<file path="src/rtl/cpu_types_pkg.sv">
// Shared CPU memory-system types: RAM status encoding and the machine word.
// Pure type definitions, no logic and no latency.
// Imported by every block on the cache/RAM path.
package cpu_types_pkg;

  // Status reported by the RAM model each cycle
  typedef enum logic [1:0] {
    FREE   = 2'd0,
    BUSY   = 2'd1,
    ACCESS = 2'd2,
    ERROR  = 2'd3
  } ramstate_t;

  typedef logic [31:0] word_t;

endpackage

</file>
<file path="src/rtl/mem_arbiter.sv">
// Arbitrates instruction and data requests onto one single-ported RAM.
// Latency: request seen in IDLE, strobe next cycle; best case 2 cycles per access.
// Backpressure: iwait/dwait held high until the RAM reports ACCESS; ERROR retries in place.
module mem_arbiter
  import cpu_types_pkg::*;
#(
  parameter int STARVE_MAX = 4
) (
  input  logic      CLK,
  input  logic      RST,
  input  logic      iREN,
  input  word_t     iaddr,
  input  logic      dREN,
  input  logic      dWEN,
  input  word_t     daddr,
  input  word_t     dstore,
  output logic      iwait,
  output logic      dwait,
  output word_t     iload,
  output word_t     dload,
  output logic      ramREN,
  output logic      ramWEN,
  output word_t     ramaddr,
  output word_t     ramstore,
  input  word_t     ramload,
  input  ramstate_t ramstate,
  output logic      ramerr
);

  // Counter is at least one bit wide so STARVE_MAX=0 still elaborates
  localparam int CW = (STARVE_MAX < 1) ? 1 : $clog2(STARVE_MAX + 1);
  localparam logic [CW-1:0] STARVE_LIM = CW'(STARVE_MAX);

  typedef enum logic [1:0] {
    IDLE = 2'd0,
    IACC = 2'd1,
    DACC = 2'd2
  } arb_state_t;

  arb_state_t    state;
  arb_state_t    next_state;
  logic [CW-1:0] starve_cnt;
  logic          d_req;
  logic          d_done;
  logic          i_done;
  logic          err_seen;

  assign d_req = dREN | dWEN;

  // Read data is a straight pass-through; the waits qualify it
  assign iload = ramload;
  assign dload = ramload;

  // Next-state, RAM strobes and wait decoding from registered state and live requests.
  // A dropped request takes priority over a same-cycle ACCESS: that cycle is an abort.
  always_comb begin
    next_state = state;
    ramREN     = 1'b0;
    ramWEN     = 1'b0;
    ramaddr    = '0;
    ramstore   = '0;
    iwait      = 1'b1;
    dwait      = 1'b1;
    i_done     = 1'b0;
    d_done     = 1'b0;
    err_seen   = 1'b0;
    case (state)
      IDLE: begin
        if (d_req && !(iREN && (starve_cnt == STARVE_LIM))) begin
          next_state = DACC;
        end else if (iREN) begin
          next_state = IACC;
        end
      end
      IACC: begin
        ramREN  = 1'b1;
        ramaddr = iaddr;
        if (!iREN) begin
          next_state = IDLE;
        end else if (ramstate == ACCESS) begin
          iwait      = 1'b0;
          i_done     = 1'b1;
          next_state = IDLE;
        end else if (ramstate == ERROR) begin
          err_seen = 1'b1;
        end
      end
      DACC: begin
        ramaddr  = daddr;
        ramstore = dstore;
        ramWEN   = dWEN;
        ramREN   = dREN & ~dWEN;
        if (!d_req) begin
          next_state = IDLE;
        end else if (ramstate == ACCESS) begin
          dwait      = 1'b0;
          d_done     = 1'b1;
          next_state = IDLE;
        end else if (ramstate == ERROR) begin
          err_seen = 1'b1;
        end
      end
      default: next_state = IDLE;
    endcase
  end

  // State register, starvation counter and sticky error flag
  always_ff @(posedge CLK or posedge RST) begin
    if (RST) begin
      state      <= IDLE;
      starve_cnt <= '0;
      ramerr     <= 1'b0;
    end else begin
      state <= next_state;
      if (i_done) begin
        starve_cnt <= '0;
      end else if (d_done && iREN && (starve_cnt != STARVE_LIM)) begin
        starve_cnt <= starve_cnt + CW'(1);
      end
      if (err_seen) begin
        ramerr <= 1'b1;
      end
    end
  end

endmodule
</file>
<file path="config.mk">
export PLATFORM = sky130hd
export DESIGN_NAME = mem_arbiter
export DESIGN_NICKNAME = d
export VERILOG_FILES = /design/src/rtl/cpu_types_pkg.sv /design/src/rtl/mem_arbiter.sv
export SDC_FILE = /design/constraint.sdc
export NUM_CORES = 1
export LEC_CHECK = 0
export CELL_PAD_IN_SITES_DETAIL_PLACEMENT = 1
export CELL_PAD_IN_SITES_GLOBAL_PLACEMENT = 1
export CORE_MARGIN = 1
export CORE_UTILIZATION = 12
export CTS_CLUSTER_DIAMETER = 50
export DETAILED_ROUTE_END_ITERATION = 16
export GPL_TIMING_DRIVEN = 0
export PLACE_DENSITY = 0.77
export SLEW_MARGIN = 20
export SYNTH_ARGS = -nofsm -noshare
export SYNTH_HDL_FRONTEND = slang
export SYNTH_SLANG_ARGS = --single-unit
</file>
<file path="constraint.sdc">
create_clock -name CLK -period 1.6 [get_ports CLK]
set_input_delay 0.32 -clock CLK [delete_from_list [all_inputs] [get_ports CLK]]
set_output_delay 0.32 -clock CLK [all_outputs]
set_load 0.03 [all_outputs]
</file>
# Yosys cells after proc, flatten, opt, wreduce, memory -nomap -nowiden
# Index checks and enable logic that the tools add are counted.
dict set report totals {
  register_bits 6
  elab_cells 48
  input_bits 135
}
dict set report classes {
  n_mux 27
  bitwise_logic 3
  n_addsub 1
  n_reduce_logical 7
  eq_ne 7
}
# op n
set ops {}
lappend ops {{$pmux 32 s2} 1}
lappend ops {{$mux 32} 1}
lappend ops {{$mux 1} 15}
lappend ops {{$mux 2} 5}
lappend ops {{$eq 2x2->1 const B} 3}
lappend ops {{$mux 3} 2}
lappend ops {{$ne 3x3->1 const B} 2}
lappend ops {{$pmux 2 s3} 1}
lappend ops {{$logic_and 1x1->1} 4}
lappend ops {{$pmux 1 s2} 2}
lappend ops {{$add 3x1->3 const B} 1}
lappend ops {{$eq 3x3->1 const B} 1}
lappend ops {{$eq 2x1->1 const B} 1}
lappend ops {{$logic_not 2->1} 1}
lappend ops {{$reduce_bool 2->1} 1}
lappend ops {{$and 1x1->1} 1}
lappend ops {{$logic_not 1->1} 1}
lappend ops {{$not 1->1} 1}
lappend ops {{$or 1x1->1} 1}

# Longest topological paths before layout
# Gate-level depths: netlist of the first run.
dict set report depth {
  ltp_word 8
  mapped_depth 6
  mapped_depth_nobuf 5
}

# Least setup slack after synthesis of the first run
# OpenSTA, ideal clock, no wires.
dict set report synth_path {
  kind {reg-to-output}
  startpoint {register state[0]}
  endpoint {output port ramaddr[18]}
  required_time_ns 1.280
  slack_ns -0.303
  stages_incl_launch_ff 7
  t_arrival_ns 1.583
  path_cell_list {dfrtp_1 -> inv_1 -> ha_1 -> buf_2 -> clkbuf_1 -> a22oi_1 -> nor2b_1}
}
dict set report synth_between {
  elab_chain_cells 2
  elab_cells_between_ends 3
}
# element line
set synth_rtl {}
lappend synth_rtl {{start: declaration} mem_arbiter.sv:40} ;# arb_state_t state;
lappend synth_rtl {{start signal: assignment} mem_arbiter.sv:114} ;# state <= next_state;
lappend synth_rtl {{$eq 2x2->1 or $eq 2x1->1 (tied branches)} mem_arbiter.sv:67} ;# case (state)
lappend synth_rtl {{$pmux 32 s2 (*)} mem_arbiter.sv:67}
lappend synth_rtl {{end: declaration} mem_arbiter.sv:23} ;# output word_t ramaddr,
# Mark *: on every way between the ends. The rest lies on a longest branch, timed or not.

# Final worst setup path of the first run
dict set report layout_path {
  startpoint {register state[0]}
  endpoint {output port ramaddr[23]}
}
# Same word-level chain as after synthesis.

==> results.cfg, run 1 <==
[cells_and_area]
areaGrowthSynthToFinish_pct = 230
antenna_cells = 0
layout-drive-gt1-share_pct = 60.3
final_cells = 670
nNetsFinal = 637

[worst_setup_path]
start_kind = flip-flop
path_class = flip-flop to output port
worstPathArrival_ns = 1.62
worst-path-max-fanout = 5
reg2reg_depth = 7
required_ns = 1.28
endpoint_kind = output port
r2r_slack_ns = -0.10
r2r-start = state[0]$_DFFE_PP0P_
crit-reg2reg-capture = starve_cnt[0]$_DFFE_PP0P_

[grt]
gr-usage-all-layers_pct = 13.1
use_met2_pct = 28.2
grt_pass1_vias = 2919
grt.busiest_layer = met2
antenna_found_initial = 0
met3_usage_pct = 1.66
grt_pass1_wl_um = 15000
grt_max_degree = 11
use_met1_pct = 12.7
overflow = 0

[sta]
hold_viol = 0
rsz0062_at_grt = yes
min_period_ns = 1.94
fmax_ghz = 0.515
worst_pin_slew_ns = 0.353
holdWs_ns = 0.314
final-setup-viol-count = 71
skew_ns = 0.00238
setup_ws_ns = -0.343
max_slew_margin_pct = 76.4
fin_crit_sh_pct = 121
slew_violations = 0

[yosys]
synth_mux_area_share_pct = 0
synthArstFlopShare_pct = 100
post-synth-top-area-cell = buf_4
yosys.area_share.simple_pct = 29.8
synth_top_family_by_area = buffers and inverters
syn_avg_cell_area_um2 = 7.41
synthAdderAreaFrac_pct = 4.48
synth_cell_types = 29
synth-xor-area-share_pct = 0
synthCells = 226
ys_warn_count = 0
synth_compound_area_share_pct = 22.1
synth-seq-cells = 6
ys_top_cells_by_area = buf_4 (29%), a22oi_1 (14%), nor2b_1 (13%)
netlist.area_leader.share_pct = 28.7
synthTopCellsByCount = buf_4 (64), nor2b_1 (34), a22oi_1 (32), and2_1 (32), inv_1 (9)
ys.flop_type = dfrtp_1
synth-seq-area-share_pct = 8.97
synth-edff-count = 0
synth.most_common_cell = buf_4
synth_area_um2 = 1670
syn_nets = 367

[cts]
cts_sinks = 6
path_clk_slew_ns = 0.03
cts_buffers = 3
cts_tree = built
insertion_delay_ns = 0.23
holdBufCountCts = 0
h-tree-depth = 1
cts_root_buffer = clkbuf_16
ctsLongestPathBuffers = 2

[detailed_routing]
wl_per_cell_um = 15.5
drt_iter0_drc = 31
ant_nets = 0
num_vias = 2622
drc = 0
firstDrtPassIters = 4
drt-vias-per-instance = 3.91
wl_um = 10400

[power_and_ir_drop]
p_comb_share_pct = 91.7
swShare_pct = 43.2
internal_power_mw = 4.74
p_per_area_nw_per_um2 = 1510
leakage_nw = 2.38
p_switching_mw = 3.60
clock_power_share_pct = 4.8
peakVddDrop_uv = 612
seq_power_share_pct = 3.5

[outcome]
violations = setup timing
status = finished, violations left

[placed_design]
portBuffers = 235
dp_hpwl_um = 8010
dpl_worst_slack_ns = -0.921
placedCellCount = 637
routabilityCongestion = 0.759

[floorplanning]
die_area_um2 = 14400
rows = 42
io_pins = 268
die_y_um = 120
initial_core_util_pct = 12.5
dieWidth_um = 120
core_um2 = 13400

[worst_hold_path]
hp-class = input port to async pin

[flow_run]
cap_violations = 0
through the flow:
stage | utilization [%] | total power, mW | TNS, ns | area, µm²
after CTS | 40.6 | 8.16 | -25.75 | 5440
after floorplan | - | 3.95 | -0.0687 | 2000
after global routing | 41.3 | 8.72 | -23.17 | 5530
after global placement | 34.1 | 5.82 | -53.50 | 4570
final | 41.3 | 8.33 | -19.46 | 5530
after detailed placement | 34.1 | 5.96 | -56.21 | 4570
per-layer routing:
| metal | part of all wire [%] | wire (µm) |
|---|---|---|
| met5 | 0 | 0 |
| met4 | 2.1 | 220 |
| met3 | 5.4 | 565 |
| met2 | 59 | 6140 |
| met1 | 34 | 3490 |
power groups by stage:
stage | clock (mW) | sequential [mW] | combinational, mW
after global placement | 0 | 0.278 | 5.54
after global routing | 0.416 | 0.300 | 8.00
final | 0.402 | 0.290 | 7.64
after floorplan | 0 | 0.291 | 3.66
after detailed placement | 0 | 0.287 | 5.67
after CTS | 0.408 | 0.283 | 7.47
worst max path at each step:
stage / slack (ns) / depth (start not counted) / from / end
2_1_floorplan: -0.03 / 6 / state[0]$_DFFE_PP0P_ / ramREN
3_3_place_gp: -0.88 / 5 / state[0]$_DFFE_PP0P_ / ramaddr[26]
3_5_place_dp: -0.92 / 5 / state[1]$_DFFE_PP0P_ / ramaddr[31]
4_1_cts: -0.44 / 8 / state[0]$_DFFE_PP0P_ / ramaddr[24]
5_1_grt: -0.38 / 7 / state[0]$_DFFE_PP0P_ / ramaddr[23]
6_report: -0.34 / 7 / state[0]$_DFFE_PP0P_ / ramaddr[23]
timing repair:
action,CTS,global route
gates cloned,5,1
pin swaps,33,11
buffers inserted,19,13
resized for setup,583,33
endpoints found under the setup margin,70,74
state kept, by name, summed over array words and instances (netlist names):
name,cells
ramerr,1
state,2
starve_cnt,3
cell type report:
class                   count  area, µm²
multi-input cells         132       1510
repair buffers            270       2860
flip-flops and latches      6        151
well taps                 176        220
fillers                  1503       7870
clock buffers               3       75.1
inverters                   9       36.3
plain buffers              74        681
logic make-up after synthesis:
kind of cell / count (synthesis)
AO/OA/AOI/OAI: 49
AND/OR/NAND/NOR: 77
adder cells (fa/ha/maj): 6
buffers and inverters: 88
flip-flops: 6
worst max-delay path, cell delays in order (launching register included):
cell and delay, ns:
dfrtp_1 0.40, buf_6 0.14, ha_4 0.18, buf_8 0.14, clkbuf_16 0.15, a22oi_2 0.19
nor2b_4 0.06, buf_6 0.14
layout by cell type, fill, tap and decap left out, types with 2 or more instances in the layout:
cell type        count
nor2b_2              2
buf_6               81
a21oi_2              2
o21ai_0              2
dfrtp_1              5
clkdlybuf4s50_1    166
buf_4               76
nor2b_4             31
and2_4              33
a22oi_2             32
buf_12               7
ha_1                 3
ha_4                 3
buf_8                8
o21a_1               2
clkbuf_16            7
inv_1                6
a22o_1               2
inv_2                2
or3_4                2
No activity file was read; power rests on OpenSTA's default activity.
==> inputs of run 2 (changes only) <==
--- a/config.mk
+++ b/config.mk
@@ -5,9 +5,10 @@
 export SDC_FILE = /design/constraint.sdc
 export NUM_CORES = 1
 export LEC_CHECK = 0
+export CAP_MARGIN = 20
 export CELL_PAD_IN_SITES_DETAIL_PLACEMENT = 1
 export CELL_PAD_IN_SITES_GLOBAL_PLACEMENT = 1
-export CORE_MARGIN = 1
+export CORE_MARGIN = 2
 export CORE_UTILIZATION = 12
 export CTS_CLUSTER_DIAMETER = 50
 export DETAILED_ROUTE_END_ITERATION = 16
==> run 2 against run 1 <==
  * The run still ends with setup timing left
  * Largest power group unchanged
  * Critical path depth is 1 lower
  * Power fell by 3.6%
  * Largest cell class unchanged
  * Highest routed layer unchanged
  * Combinational power down 4.1%
==> results.cfg, run 2 (synthesized netlist as in run 1, its figures left out) <==
[power_and_ir_drop]
p_switching_mw = 3.52
internal_power_mw = 4.51
p_comb_share_pct = 91.3
p_per_area_nw_per_um2 = 1500
clock_power_share_pct = 5.2
swShare_pct = 43.9
peakVddDrop_uv = 411
leakage_nw = 2.29
seq_power_share_pct = 3.6

[cts]
path_clk_slew_ns = 0.04
h-tree-depth = 1
holdBufCountCts = 0
cts_root_buffer = clkbuf_16
cts_buffers = 3
ctsLongestPathBuffers = 2
insertion_delay_ns = 0.23
cts_tree = built
cts_sinks = 6

[grt]
grt_pass1_vias = 2839
grt_pass1_wl_um = 14200
gr-usage-all-layers_pct = 12.1
antenna_found_initial = 0
grt_max_degree = 11
overflow = 0

[floorplanning]
dieWidth_um = 122
io_pins = 268
rows = 43
die_area_um2 = 14900
core_um2 = 13800
die_y_um = 122
initial_core_util_pct = 12.2

[sta]
hold_viol = 0
min_period_ns = 1.91
skew_ns = 0.00298
fmax_ghz = 0.523
final-setup-viol-count = 71
setup_ws_ns = -0.311
rsz0062_at_grt = yes
max_slew_margin_pct = 77.6
fin_crit_sh_pct = 119
slew_violations = 0
worst_pin_slew_ns = 0.336

[cells_and_area]
areaGrowthSynthToFinish_pct = 221
largest_reg_flops = 3
layout-drive-gt1-share_pct = 58.2
antenna_cells = 0
n_fill_cell = 1515
nNetsFinal = 622
final_common_cell = clkdlybuf4s50_1
top_register = starve_cnt
final_util_pct = 39.0
final_cell_mix = clkdlybuf4s50_1 (166), buf_6 (75), buf_4 (69)
top_regs = starve_cnt x3, state x2, ramerr x1

[detailed_routing]
wl_per_cell_um = 15.6
drc = 0
drt_iter0_drc = 32
drt-vias-per-instance = 3.88
num_vias = 2557
wl_um = 10300
firstDrtPassIters = 3
ant_nets = 0

[worst_setup_path]
path_buf_inv = 3
worst_path_largest_cell_delay_ns = 0.43
crit_start = state[0]$_DFFE_PP0P_
cp_top_family = buffers and inverters
start_kind = flip-flop
path_class = flip-flop to output port
worst-path-max-fanout = 10
endpoint_kind = output port
required_ns = 1.28
crit_slowest_cell = dfrtp_2
crit_chain = buf_6 -> ha_4 -> buf_12 -> a22oi_2 -> nor2b_4 -> buf_6
r2r-start = state[0]$_DFFE_PP0P_
worstPathArrival_ns = 1.59
path_common_cell = buf_6

[placed_design]
dp_hpwl_um = 7990
dpl_worst_slack_ns = -0.935
portBuffers = 235
routabilityCongestion = 0.781

[outcome]
violations = setup timing
status = finished, violations left

[flow_run]
cap_violations = 0

[worst_hold_path]
hp-class = input port to async pin
==> run 2: changes by cell type in the layout (fill, tap and decap cells not counted), moves of 2 or more <==
cell,before,now
buf_8,8,4
buf_4,76,69
buf_6,81,75
clkbuf_16,7,9
clkbuf_8,0,2
==> run 2: power groups by stage <==
stage | Sequential (mW) | Clock, mW | Combinational, mW
after floorplan | 0.291 | 0 | 3.66
after global placement | 0.276 | 0 | 5.56
after detailed placement | 0.282 | 0 | 5.67
after CTS | 0.280 | 0.417 | 7.01
after global routing | 0.296 | 0.422 | 7.69
final | 0.287 | 0.415 | 7.33
==> run 2: path summary, 6_finish.rpt <==
kind | end | slack, ns | cells after the start
min in group CLK | ramerr$_DFFE_PP0P_ | 0.46 | 1
hold reg to reg | ramerr$_DFFE_PP0P_ | 0.46 | 1
max in group asynchronous | state[0]$_DFFE_PP0P_ | 1.07 | 2
hold / removal | starve_cnt[0]$_DFFE_PP0P_ | 0.31 | 2
setup reg to reg | starve_cnt[0]$_DFFE_PP0P_ | -0.07 | 7
setup / recovery | ramaddr[25] | -0.31 | 6
==> run 2: layout make-up <==
type	count	area (µm²)	area share [%]
buffer	77	727	13.5
tap	180	225	4.20
timing repair buffer	252	2670	49.7
clock buffer	3	75.1	1.40
multi-input combinational	132	1490	27.7
sequential	6	151	2.82
inverter	9	36.3	0.676
==> run 2: timing repair <==
| item | 4_1_cts | 5_1_grt |
|---|---|---|
| buffers inserted | 8 | 3 |
| endpoints found under the setup margin | 68 | 74 |
| endpoints found under the hold margin | 0 | 0 |
| gates resized for setup | 556 | 36 |
| pin swaps | 30 | 7 |
| gates cloned | 4 | 3 |
==> run 2: layer usage <==
| metal | share of wire (%) | GRT usage (%) |
|---|---|---|
| met5 | 0 | 0 |
| met2 | 56 | 25.6 |
| met1 | 34 | 12.1 |
| met3 | 8.7 | 2.62 |
| met4 | 0.73 | 1.51 |
==> run 2: metrics by stage <==
| step | cells | total power [mW] | TNS (ns) | hold WS [ns] | area [µm²] |
|---|---|---|---|---|---|
| after floorplan | 226 | 3.95 | -0.0687 | 0.111 | 2000 |
| after global placement | 641 | 5.84 | -53.57 | 0.454 | 4580 |
| after detailed placement | 641 | 5.95 | -56.49 | 0.458 | 4580 |
| after CTS | 655 | 7.71 | -18.98 | 0.321 | 5200 |
| after global routing | 659 | 8.41 | -20.08 | 0.348 | 5370 |
| final | 659 | 8.03 | -16.01 | 0.311 | 5370 |
==> inputs of run 3 (changes only) <==
--- a/config.mk
+++ b/config.mk
@@ -5,15 +5,17 @@
 export SDC_FILE = /design/constraint.sdc
 export NUM_CORES = 1
 export LEC_CHECK = 0
+export ABC_AREA = 1
 export CAP_MARGIN = 20
 export CELL_PAD_IN_SITES_DETAIL_PLACEMENT = 1
 export CELL_PAD_IN_SITES_GLOBAL_PLACEMENT = 1
 export CORE_MARGIN = 2
-export CORE_UTILIZATION = 12
+export CORE_UTILIZATION = 11
 export CTS_CLUSTER_DIAMETER = 50
 export DETAILED_ROUTE_END_ITERATION = 16
 export GPL_TIMING_DRIVEN = 0
-export PLACE_DENSITY = 0.77
+export PLACE_DENSITY = 0.74
+export SKIP_LAST_GASP = 1
 export SLEW_MARGIN = 20
 export SYNTH_ARGS = -nofsm -noshare
 export SYNTH_HDL_FRONTEND = slang
==> run 3 against run 2 <==
  * The run still ends with setup timing left
  * Via count increased by 15%
  * Critical endpoint is now ramstore[0]
  * Critical path depth is 2 higher
  * Utilization fell by 3.6 points
  * Power is 0.38% higher
  * Sequential power shrank 2%
  * Sequential share of layout area is essentially flat
  * Global-route usage grew 0.85 points
  * Maximum frequency fell by 0.24%
  * Sequential cell count did not move
  * Worst hold slack gained 0.0018 ns
  * Final area is 0.21% higher
  * Clock-buffer cell count unchanged
==> results.cfg, run 3 <==
[outcome]
status = finished, violations left
violations = setup timing

[sta]
fin_crit_sh_pct = 120
fmax_ghz = 0.522
min_period_ns = 1.92
worst_pin_slew_ns = 0.341
final-setup-viol-count = 68
setup_ws_ns = -0.316
skew_ns = 0.00253
rsz0062_at_grt = yes
tns_ns = -16.83
slew_violations = 0
max_slew_margin_pct = 77.2
hold_viol = 0

[placed_design]
dpl_worst_slack_ns = -0.980
placedCellCount = 738
portBuffers = 235
dp_hpwl_um = 9400
routabilityCongestion = 0.759

[cells_and_area]
final_cell_mix = clkdlybuf4s50_1 (166), buf_4 (98), nand2_1 (90)
areaGrowthSynthToFinish_pct = 214
largest_reg_flops = 3
final_common_cell = clkdlybuf4s50_1
layout-drive-gt1-share_pct = 43.4
antenna_cells = 0
final_cells = 768
nNetsFinal = 723
top_register = starve_cnt
top_regs = starve_cnt x3, state x2, ramerr x1

[yosys]
syn_nets = 456
synth-seq-area-share_pct = 8.75
synthArstFlopShare_pct = 100
ys.flop_type = dfrtp_1
synth_area_um2 = 1720
syn_avg_cell_area_um2 = 5.45
synth-seq-cells = 6
post-synth-top-area-cell = buf_4
netlist.area_leader.share_pct = 28.4
synthCells = 315
synth.most_common_cell = nand2_1
ys_warn_count = 0
synth-edff-count = 0
synth_cell_types = 21
synthTopCellsByCount = nand2_1 (117), buf_4 (65), inv_1 (50)
ys_top_cells_by_area = buf_4 (28%), nand2_1 (26%), inv_1 (11%)

[detailed_routing]
ant_nets = 0
wl_um = 11800
firstDrtPassIters = 4
drc = 0
num_vias = 2934
wl_per_cell_um = 15.4
drt-vias-per-instance = 3.82
drt_iter0_drc = 42

[power_and_ir_drop]
leakage_nw = 2.58
p_per_area_nw_per_um2 = 1500
internal_power_mw = 3.94
peakVddDrop_uv = 635
p_switching_mw = 4.12
total_power_mw = 8.06
seq_power_share_pct = 3.5
p_comb_share_pct = 91.6
swShare_pct = 51.1
clock_power_share_pct = 5.0

[grt]
gr-usage-all-layers_pct = 12.9
overflow = 0
antenna_found_initial = 0
grt_pass1_wl_um = 17000
grt_max_degree = 11
grt_pass1_vias = 3279

[floorplanning]
die_y_um = 129
initial_core_util_pct = 11.3
die_area_um2 = 16600
rows = 45
dieWidth_um = 129
io_pins = 268
core_um2 = 15200

[worst_setup_path]
path_class = flip-flop to output port
start_kind = flip-flop
crit_slowest_cell = dfrtp_1
worstPathArrival_ns = 1.60
worst-path-max-fanout = 6
path_buf_inv = 6
cp_top_family = buffers and inverters
endpoint_kind = output port
path_common_cell = buf_6
required_ns = 1.28
crit_chain = buf_6 -> ha_4 -> buf_12 -> buf_16 -> buf_4 -> nand2_4 -> inv_2 -> buf_6
worst_path_largest_cell_delay_ns = 0.40

[cts]
ctsLongestPathBuffers = 2
cts_buffers = 3
cts_tree = built
cts_root_buffer = clkbuf_16
cts_sinks = 6
insertion_delay_ns = 0.23
path_clk_slew_ns = 0.03
h-tree-depth = 1

[worst_hold_path]
hp-class = input port to async pin

[flow_run]
cap_violations = 0
## run 3: cell types whose count changed in the layout (fill, tap and decap cells not counted), moves of 4 or more
cell | before | now
a21oi_4 | 0 | 19
and2_4 | 33 | 0
inv_1 | 6 | 44
nor2b_4 | 30 | 0
buf_6 | 75 | 59
nor2_1 | 1 | 5
nand2_1 | 0 | 90
a21oi_2 | 1 | 14
buf_4 | 69 | 98
nand2_4 | 0 | 14
nand3_1 | 0 | 7
a22oi_2 | 32 | 0
nand2_2 | 1 | 13
## run 3: timing repair
| item | CTS | global route |
|---|---|---|
| pin swaps | 12 | 25 |
| setup buffers | 15 | 6 |
| hold buffers | 0 | 0 |
| gates cloned | 7 | 1 |
| gates resized for setup | 536 | 37 |
| endpoints found under the setup margin | 71 | 72 |
## run 3: worst paths after layout
check / depth (start not counted) / slack (ns) / endpoint / startpoint
min reg2reg: 1 / 0.50 / ramerr$_DFFE_PP0P_ / ramerr$_DFFE_PP0P_
max in group asynchronous: 2 / 1.10 / starve_cnt[2]$_DFFE_PP0P_ / RST
min: 2 / 0.31 / state[1]$_DFFE_PP0P_ / RST
max reg2reg: 11 / 0.02 / state[1]$_DFFE_PP0P_ / state[1]$_DFFE_PP0P_
min in group CLK: 3 / 0.43 / ramerr$_DFFE_PP0P_ / ramstate[1]
max: 8 / -0.32 / ramstore[0] / state[1]$_DFFE_PP0P_
## run 3: power groups by stage
stage | sequential, mW | clock [mW] | combinational, mW
after global routing | 0.287 | 0.415 | 7.82
after floorplan | 0.292 | 0 | 3.23
after global placement | 0.273 | 0 | 5.32
after detailed placement | 0.281 | 0 | 5.41
after CTS | 0.275 | 0.405 | 7.16
final | 0.280 | 0.400 | 7.38
## run 3: metrics by stage
step / util (%) / hold slack [ns] / instance area, µm²
floorplan: - / 0.111 / 1950
global placement: 29.8 / 0.467 / 4530
global route: 35.4 / 0.356 / 5380
detailed placement: 29.8 / 0.490 / 4530
CTS: 34.0 / 0.323 / 5170
finish: 35.4 / 0.313 / 5380
## run 3: logic make-up after synthesis
logic type	Yosys count	synth area share (%)
AOI/OAI and AO/OA	37	11.3
buffers and inverters	128	43.4
adders and majority gates	6	4.38
xor gates and xnor gates	1	0.511
and+or+nand+nor	137	31.7
DFF	6	8.75
## run 3: layout make-up
type                    instances  area, µm²
repair buffers                262       2700
multi-input cells             181       1300
clock buffers                   3       75.1
plain buffers                  78        717
inverters                      50        195
fillers                      1780       9820
flip-flops and latches          6        150
well taps                     188        235
## run 3: layer usage
| layer | wire length (µm) | global-route usage, % | vias to the layer above |
|---|---|---|---|
| met1 | 4410 | 14.0 | 1385 |
| met2 | 6690 | 26.8 | 130 |
| met3 | 652 | 1.66 | 8 |
| met5 | 0 | 0 | - |
| met4 | 82 | 1.85 | 0 |
| li1 | - | - | 1411 |
